<file path="src/rtl/imem_loader_pkg.sv">
// imem_loader shared types and constants.
// Imported by the loader top and its byte packer.
package imem_loader_pkg;

  typedef enum logic [2:0] {
    HDR,
    LOAD,
    CHECK,
    RUN,
    ERR
  } loader_state_e;

  localparam int BYTES_PER_WORD = 4;

endpackage

</file>
<file path="src/rtl/imem_loader_if.sv">
// Byte-stream input and instruction-memory write port.
// master = stream source / memory side, slave = loader.
interface imem_loader_if #(
  parameter int AW = 8
);
  logic          byte_valid;
  logic [7:0]    byte_data;
  logic          byte_ready;
  logic          imem_we;
  logic [AW-1:0] imem_addr;
  logic [31:0]   imem_wdata;

  modport master (
    output byte_valid,
    output byte_data,
    input  byte_ready,
    input  imem_we,
    input  imem_addr,
    input  imem_wdata
  );

  modport slave (
    input  byte_valid,
    input  byte_data,
    output byte_ready,
    output imem_we,
    output imem_addr,
    output imem_wdata
  );
endinterface

</file>
<file path="src/rtl/imem_loader_packer.sv">
// Packs accepted bytes into little-endian 32-bit words.
// word/word_valid are combinational on the 4th byte of each word.
module byte_packer
  import imem_loader_pkg::*;
(
  input  logic        clk,
  input  logic        reset,
  input  logic        clr,
  input  logic        in_valid,
  input  logic [7:0]  in_data,
  output logic        word_valid,
  output logic [31:0] word
);
  localparam logic [1:0] LAST = 2'(BYTES_PER_WORD - 1);

  logic [1:0]  lane;
  logic [23:0] sh;

  assign word_valid = in_valid && (lane == LAST);
  assign word       = {in_data, sh};

  always_ff @(posedge clk or negedge reset) begin
    if (!reset) begin
      lane <= '0;
      sh   <= '0;
    end else if (clr) begin
      lane <= '0;
      sh   <= '0;
    end else if (in_valid) begin
      lane <= lane + 2'd1;
      sh   <= {in_data, sh[23:8]};
    end
  end
endmodule

</file>
<file path="src/rtl/imem_loader.sv">
// Boot loader: streams a checksummed image into imem,
// then releases the core from hold.
module imem_loader
  import imem_loader_pkg::*;
#(
  parameter  int DEPTH = 256,
  localparam int AW    = $clog2(DEPTH)
) (
  input  logic  clk,
  input  logic  reset,
  imem_loader_if.slave bus,
  input  logic  reload,
  output logic  cpu_hold,
  output logic  done,
  output logic  error
);
  localparam logic [AW:0] ONE = (AW+1)'(1);

  loader_state_e state;
  logic [AW:0]   widx;
  logic [AW:0]   nwords;
  logic [31:0]   acc;
  logic          accept;
  logic          rearm;
  logic          pk_valid;
  logic [31:0]   pk_word;
  logic          count_ok;

  assign accept   = bus.byte_valid && bus.byte_ready;
  assign rearm    = reload && (state == RUN || state == ERR);
  assign count_ok = (pk_word != 32'd0) && (pk_word <= 32'(DEPTH));

  byte_packer u_pk (
    .clk        (clk),
    .reset      (reset),
    .clr        (rearm),
    .in_valid   (accept),
    .in_data    (bus.byte_data),
    .word_valid (pk_valid),
    .word       (pk_word)
  );

  always_ff @(posedge clk or negedge reset) begin
    if (!reset) begin
      state          <= HDR;
      widx           <= '0;
      nwords         <= '0;
      acc            <= '0;
      bus.byte_ready <= 1'b0;
      bus.imem_we    <= 1'b0;
      bus.imem_addr  <= '0;
      bus.imem_wdata <= '0;
      cpu_hold       <= 1'b1;
      done           <= 1'b0;
      error          <= 1'b0;
    end else begin
      bus.imem_we <= 1'b0;
      done        <= 1'b0;
      unique case (state)
        HDR: begin
          bus.byte_ready <= 1'b1;
          if (pk_valid) begin
            if (count_ok) begin
              state  <= LOAD;
              nwords <= pk_word[AW:0];
            end else begin
              state          <= ERR;
              error          <= 1'b1;
              bus.byte_ready <= 1'b0;
            end
          end
        end
        LOAD: begin
          if (pk_valid) begin
            bus.imem_we    <= 1'b1;
            bus.imem_addr  <= widx[AW-1:0];
            bus.imem_wdata <= pk_word;
            acc            <= acc ^ pk_word;
            widx           <= widx + ONE;
            if (widx == nwords - ONE) state <= CHECK;
          end
        end
        CHECK: begin
          if (pk_valid) begin
            bus.byte_ready <= 1'b0;
            if (pk_word == acc) begin
              state    <= RUN;
              cpu_hold <= 1'b0;
              done     <= 1'b1;
            end else begin
              state <= ERR;
              error <= 1'b1;
            end
          end
        end
        RUN, ERR: begin
          // Re-arm: core goes back into hold on this same edge
          if (reload) begin
            state          <= HDR;
            bus.byte_ready <= 1'b1;
            cpu_hold       <= 1'b1;
            error          <= 1'b0;
            widx           <= '0;
            nwords         <= '0;
            acc            <= '0;
          end
        end
        default: state <= HDR;
      endcase
    end
  end
endmodule

</file>
<file path="src/flat_wrapper.sv">
// flat-port wrapper written by rule: the top's interface ports become plain ports
module imem_loader_flat import imem_loader_pkg::*;
#(
  parameter  int DEPTH = 256,
  localparam int AW    = $clog2(DEPTH)
)
  (clk, reset, reload, cpu_hold, done, error, bus_byte_valid, bus_byte_data, bus_byte_ready, bus_imem_we, bus_imem_addr, bus_imem_wdata);
  imem_loader_if #(.AW(($clog2(DEPTH)))) bus_i ();
  input  logic clk;
  input  logic reset;
  input  logic reload;
  output logic cpu_hold;
  output logic done;
  output logic error;
  input wire logic [$bits(bus_i.byte_valid)-1:0] bus_byte_valid;
  input wire logic [$bits(bus_i.byte_data)-1:0] bus_byte_data;
  output wire logic [$bits(bus_i.byte_ready)-1:0] bus_byte_ready;
  output wire logic [$bits(bus_i.imem_we)-1:0] bus_imem_we;
  output wire logic [$bits(bus_i.imem_addr)-1:0] bus_imem_addr;
  output wire logic [$bits(bus_i.imem_wdata)-1:0] bus_imem_wdata;
  assign bus_i.byte_valid = bus_byte_valid;
  assign bus_i.byte_data = bus_byte_data;
  assign bus_byte_ready = bus_i.byte_ready;
  assign bus_imem_we = bus_i.imem_we;
  assign bus_imem_addr = bus_i.imem_addr;
  assign bus_imem_wdata = bus_i.imem_wdata;
  imem_loader #(.DEPTH(DEPTH)) u_core (.clk(clk), .reset(reset), .bus(bus_i), .reload(reload), .cpu_hold(cpu_hold), .done(done), .error(error));
endmodule
</file>
<file path="config.mk">
export PLATFORM = sky130hd
export DESIGN_NAME = imem_loader_flat
export DESIGN_NICKNAME = d
export VERILOG_FILES = /design/src/rtl/imem_loader_pkg.sv /design/src/rtl/imem_loader_if.sv /design/src/rtl/imem_loader_packer.sv /design/src/rtl/imem_loader.sv /design/src/flat_wrapper.sv
export SDC_FILE = /design/constraint.sdc
export NUM_CORES = 1
export LEC_CHECK = 0
export CORE_MARGIN = 10
export CORE_UTILIZATION = 35
export CTS_CLUSTER_SIZE = 12
export DETAILED_ROUTE_END_ITERATION = 6
export PLACE_DENSITY = 0.57
export SLEW_MARGIN = 10
export SYNTH_ARGS = -nofsm -noshare
export SYNTH_HDL_FRONTEND = slang
export SYNTH_SLANG_ARGS = --single-unit
</file>
<file path="constraint.sdc">
create_clock -name clk -period 1.8 [get_ports clk]
set_input_delay 0.36 -clock clk [delete_from_list [all_inputs] [get_ports clk]]
set_output_delay 0.36 -clock clk [all_outputs]
set_load 0.05 [all_outputs]
</file>
==> metrics.yaml <==
status: "finished with violations"
failed_checks: "negative setup slack"
hold_violations: 0
ys_warn_count: 0
die_area_um2: 22000
avgSynthCellArea_um2: 8.94
drive_above_1_share_pct: 39.3
syn_to_final_growth_pct: 57.5
core_um2: 16000
startpoint: "u_core.state[2]"
synth_common_cells: "231 x nand2_1, 123 x dfrtp_1, 80 x o21ai_0, 37 x xnor2_1, 29 x a21oi_1"
fillers: 1398
drtIter0Drc: 362
fin_crit_ps: 2100
holdWs_ps: 331
p_switching_uw: 4020
antenna_found_initial: 0
rr_worst_depth: 7
io_pins: 57
synth.ff_latch_count: 124
numCtsBuffers: 17
ys_seq_area_share_pct: 54.0
drt_wl_total_um: 18900
initial_core_util_pct: 35.9
synth-adder-area-share_pct: 0.653
p_per_area_nw_per_um2: 1280
grt_pass1_wl_um: 29100
clkLatencyLatePin_ps: 420
wire_per_inst_um: 17.5
rows: 46
finalCritPeriodShare_pct: 117
worst_slew_margin_rel_pct: 69.7
dr_total_vias: 5412
worst_setup_path_start_kind: "flop"
drc: 0
p_clk_share_pct: 28.6
h-tree-depth: 4
synth_most_common_cell: "nand2_1"
synth_top_cells_by_area: "dfrtp_1 54%, nand2_1 15%, o21ai_0 7.0%, xnor2_1 5.6%, a21oi_1 2.5%"
slew_violations: 0
synth_edf_count: 0
dp_slack_ps: -611
nNetsFinal: 869
synthSimpleGateAreaFrac_pct: 22.1
synth_top_area_share_pct: 53.5
synth_top_family_by_area: "simple AND/OR/NAND/NOR gates"
postPlaceCellArea_um2: 7360
switching_share_pct: 34.7
leakagePower_uw: 0.00439
netlist_area_um2: 5750
gp_congestion: 0.877
cts.sinks: 124
globalRouteTotalUtil_pct: 16.7
clk_pin_slew_ps: 60
timing.rr.start: "u_core.state[2]"
finClkSkew_ps: 12.0
synth_top_area_cell: "dfrtp_1"
worstHoldPathType: "input port to async pin"
worstMarginPinSlew_ps: 455
stdcell_area_um2: 9050
peakVddDrop_mv: 0.854
synth_nets: 658
end_kind: "flop"
crit_required_ps: 2090
grt_start_max_net_pins: 50
arrival_ps: 2390
synth_cells: 643
synthArstFlopShare_pct: 100
clk_path_buf_depth: 2
cp_max_fo: 5
timing.fmax_ghz: 0.476
cts_tree: "done"
finalSetupViolations: 72
synth_ff_type: "dfrtp_1"
die_h_um: 148
ant_nets: 0
maxCapViolCount: 0
synth_compound_area_share_pct: 12.5
synth-xor-area-share_pct: 7.62
grt-ovfl-total: 0
antennaDiodeCount: 0
viasPerCell: 5.01
power_frac_seq_pct: 31.3
io_buffers: 56
power_uw: 11600
worst_slack_ps: -300
p_int_uw: 7580
firstDrtPassIters: 4
chipWidth_um: 148
path_class: "flop to flop"
synth_mux_area_share_pct: 0.348
hpwl_um: 11800
utilization_pct: 56.6
pwr-share-comb_pct: 40.1
synth.distinct_cells: 49
rsz0062_at_grt: "yes"
cts-root-buf: "clkbuf_16"
grt_pass1_vias: 5438
logic make-up after synthesis:
kind of cell	after synthesis
buffers and inverters	39
AOI/OAI and AO/OA	128
DFF	124
and+or+nand+nor	297
adders and majority gates	3
muxes	2
xor gates and xnor gates	50
stage by stage:
stage,TNS [ps],instances
final,-9460,1081
after global routing,-16200,1081
after CTS,-4290,1065
after detailed placement,-43720,1011
after global placement,-42920,1011
after floorplan,-2250,643
worst max-delay path, stage by stage (launching register included):
cell      delay [ps]
dfrtp_1          470
or3b_4           430
nand2b_1         190
o311ai_2         140
a31oi_1          120
buf_4            170
a311oi_1         370
o41ai_2          100
area by class of cell:
cell class,instances,area [µm²],share of cell area (%)
Inverter,9,46.3,0.511
Sequential cell,124,3110,34.3
Timing Repair Buffer,222,2170,23.9
Clock inverter,9,95.1,1.05
Clock buffer,21,470,5.20
Tap cell,216,270,2.98
Multi-Input combinational cell,480,2900,32.0
registers in the layout, summed over array words and instances (netlist names):
name                   cells
u_core.widx                9
u_core.bus.imem_addr       8
u_core.error               1
u_core.u_pk.lane           2
u_core.acc                32
u_core.state               3
u_core.done                1
u_core.u_pk.sh            24
u_core.bus.byte_ready      1
u_core.bus.imem_wdata     32
u_core.cpu_hold            1
u_core.bus.imem_we         1
u_core.nwords              9
power groups by stage:
stage / Sequential [µW] / Combinational [µW] / Clock, µW
2_1_floorplan: 3890 / 1740 / 0
3_5_place_dp: 3610 / 3740 / 0
3_3_place_gp: 3600 / 3680 / 0
5_1_grt: 3670 / 5020 / 3510
4_1_cts: 3590 / 4460 / 3380
6_report: 3630 / 4660 / 3320
metal layers:
layer | up-vias | routed length [µm] | share of wire [%] | GRT usage, %
met1 | 2638 | 8000 | 42 | 21.1
met2 | 149 | 9370 | 49 | 26.8
met5 | - | 0 | 0 | 0
li1 | 2595 | - | - | -
met3 | 30 | 1200 | 6.3 | 4.58
met4 | 0 | 380 | 2.0 | 6.19
final timing paths:
| path | slack (ps) | end |
|---|---|---|
| setup / recovery | -300 | u_core.error |
| hold / removal | 330 | u_core.bus.imem_addr[3] |
| setup reg to reg | -300 | u_core.error |
| hold reg to reg | 470 | u_core.bus.imem_wdata[5] |
| max in group asynchronous | 820 | u_core.cpu_hold |
| min in group clk | 470 | u_core.bus.imem_wdata[5] |
what timing repair did:
action / CTS / global route
resized for setup: 135 / 94
pin swaps: 42 / 27
buffers inserted: 17 / 12
hold endpoints to repair: 9 / 0
gates cloned: 6 / 5
setup endpoints to repair: 118 / 84
hold buffers: 1 / 0
layout by cell type (no fill, tap or decap), drive strengths merged, types with 2 or more instances in the layout:
| master | n |
|---|---|
| nand2 | 231 |
| buf | 209 |
| dfrtp | 123 |
| o21ai | 81 |
| xnor2 | 37 |
| a21oi | 29 |
| clkbuf | 23 |
| nor2 | 16 |
| nand4 | 14 |
| xor2 | 13 |
| clkdlybuf4s50 | 10 |
| nor4 | 10 |
| clkinv | 9 |
| inv | 7 |
| nand3 | 7 |
| nor3 | 5 |
| ha | 3 |
| and2 | 2 |
| and3 | 2 |
| or3 | 2 |
| mux2i | 2 |
| a31oi | 2 |
| o22ai | 2 |
| o41ai | 2 |
| bufinv | 2 |
| o21a | 2 |
| a21boi | 2 |
| nor4b | 2 |
| a41oi | 2 |
Note: power is estimated with default switching activity, not from simulation.
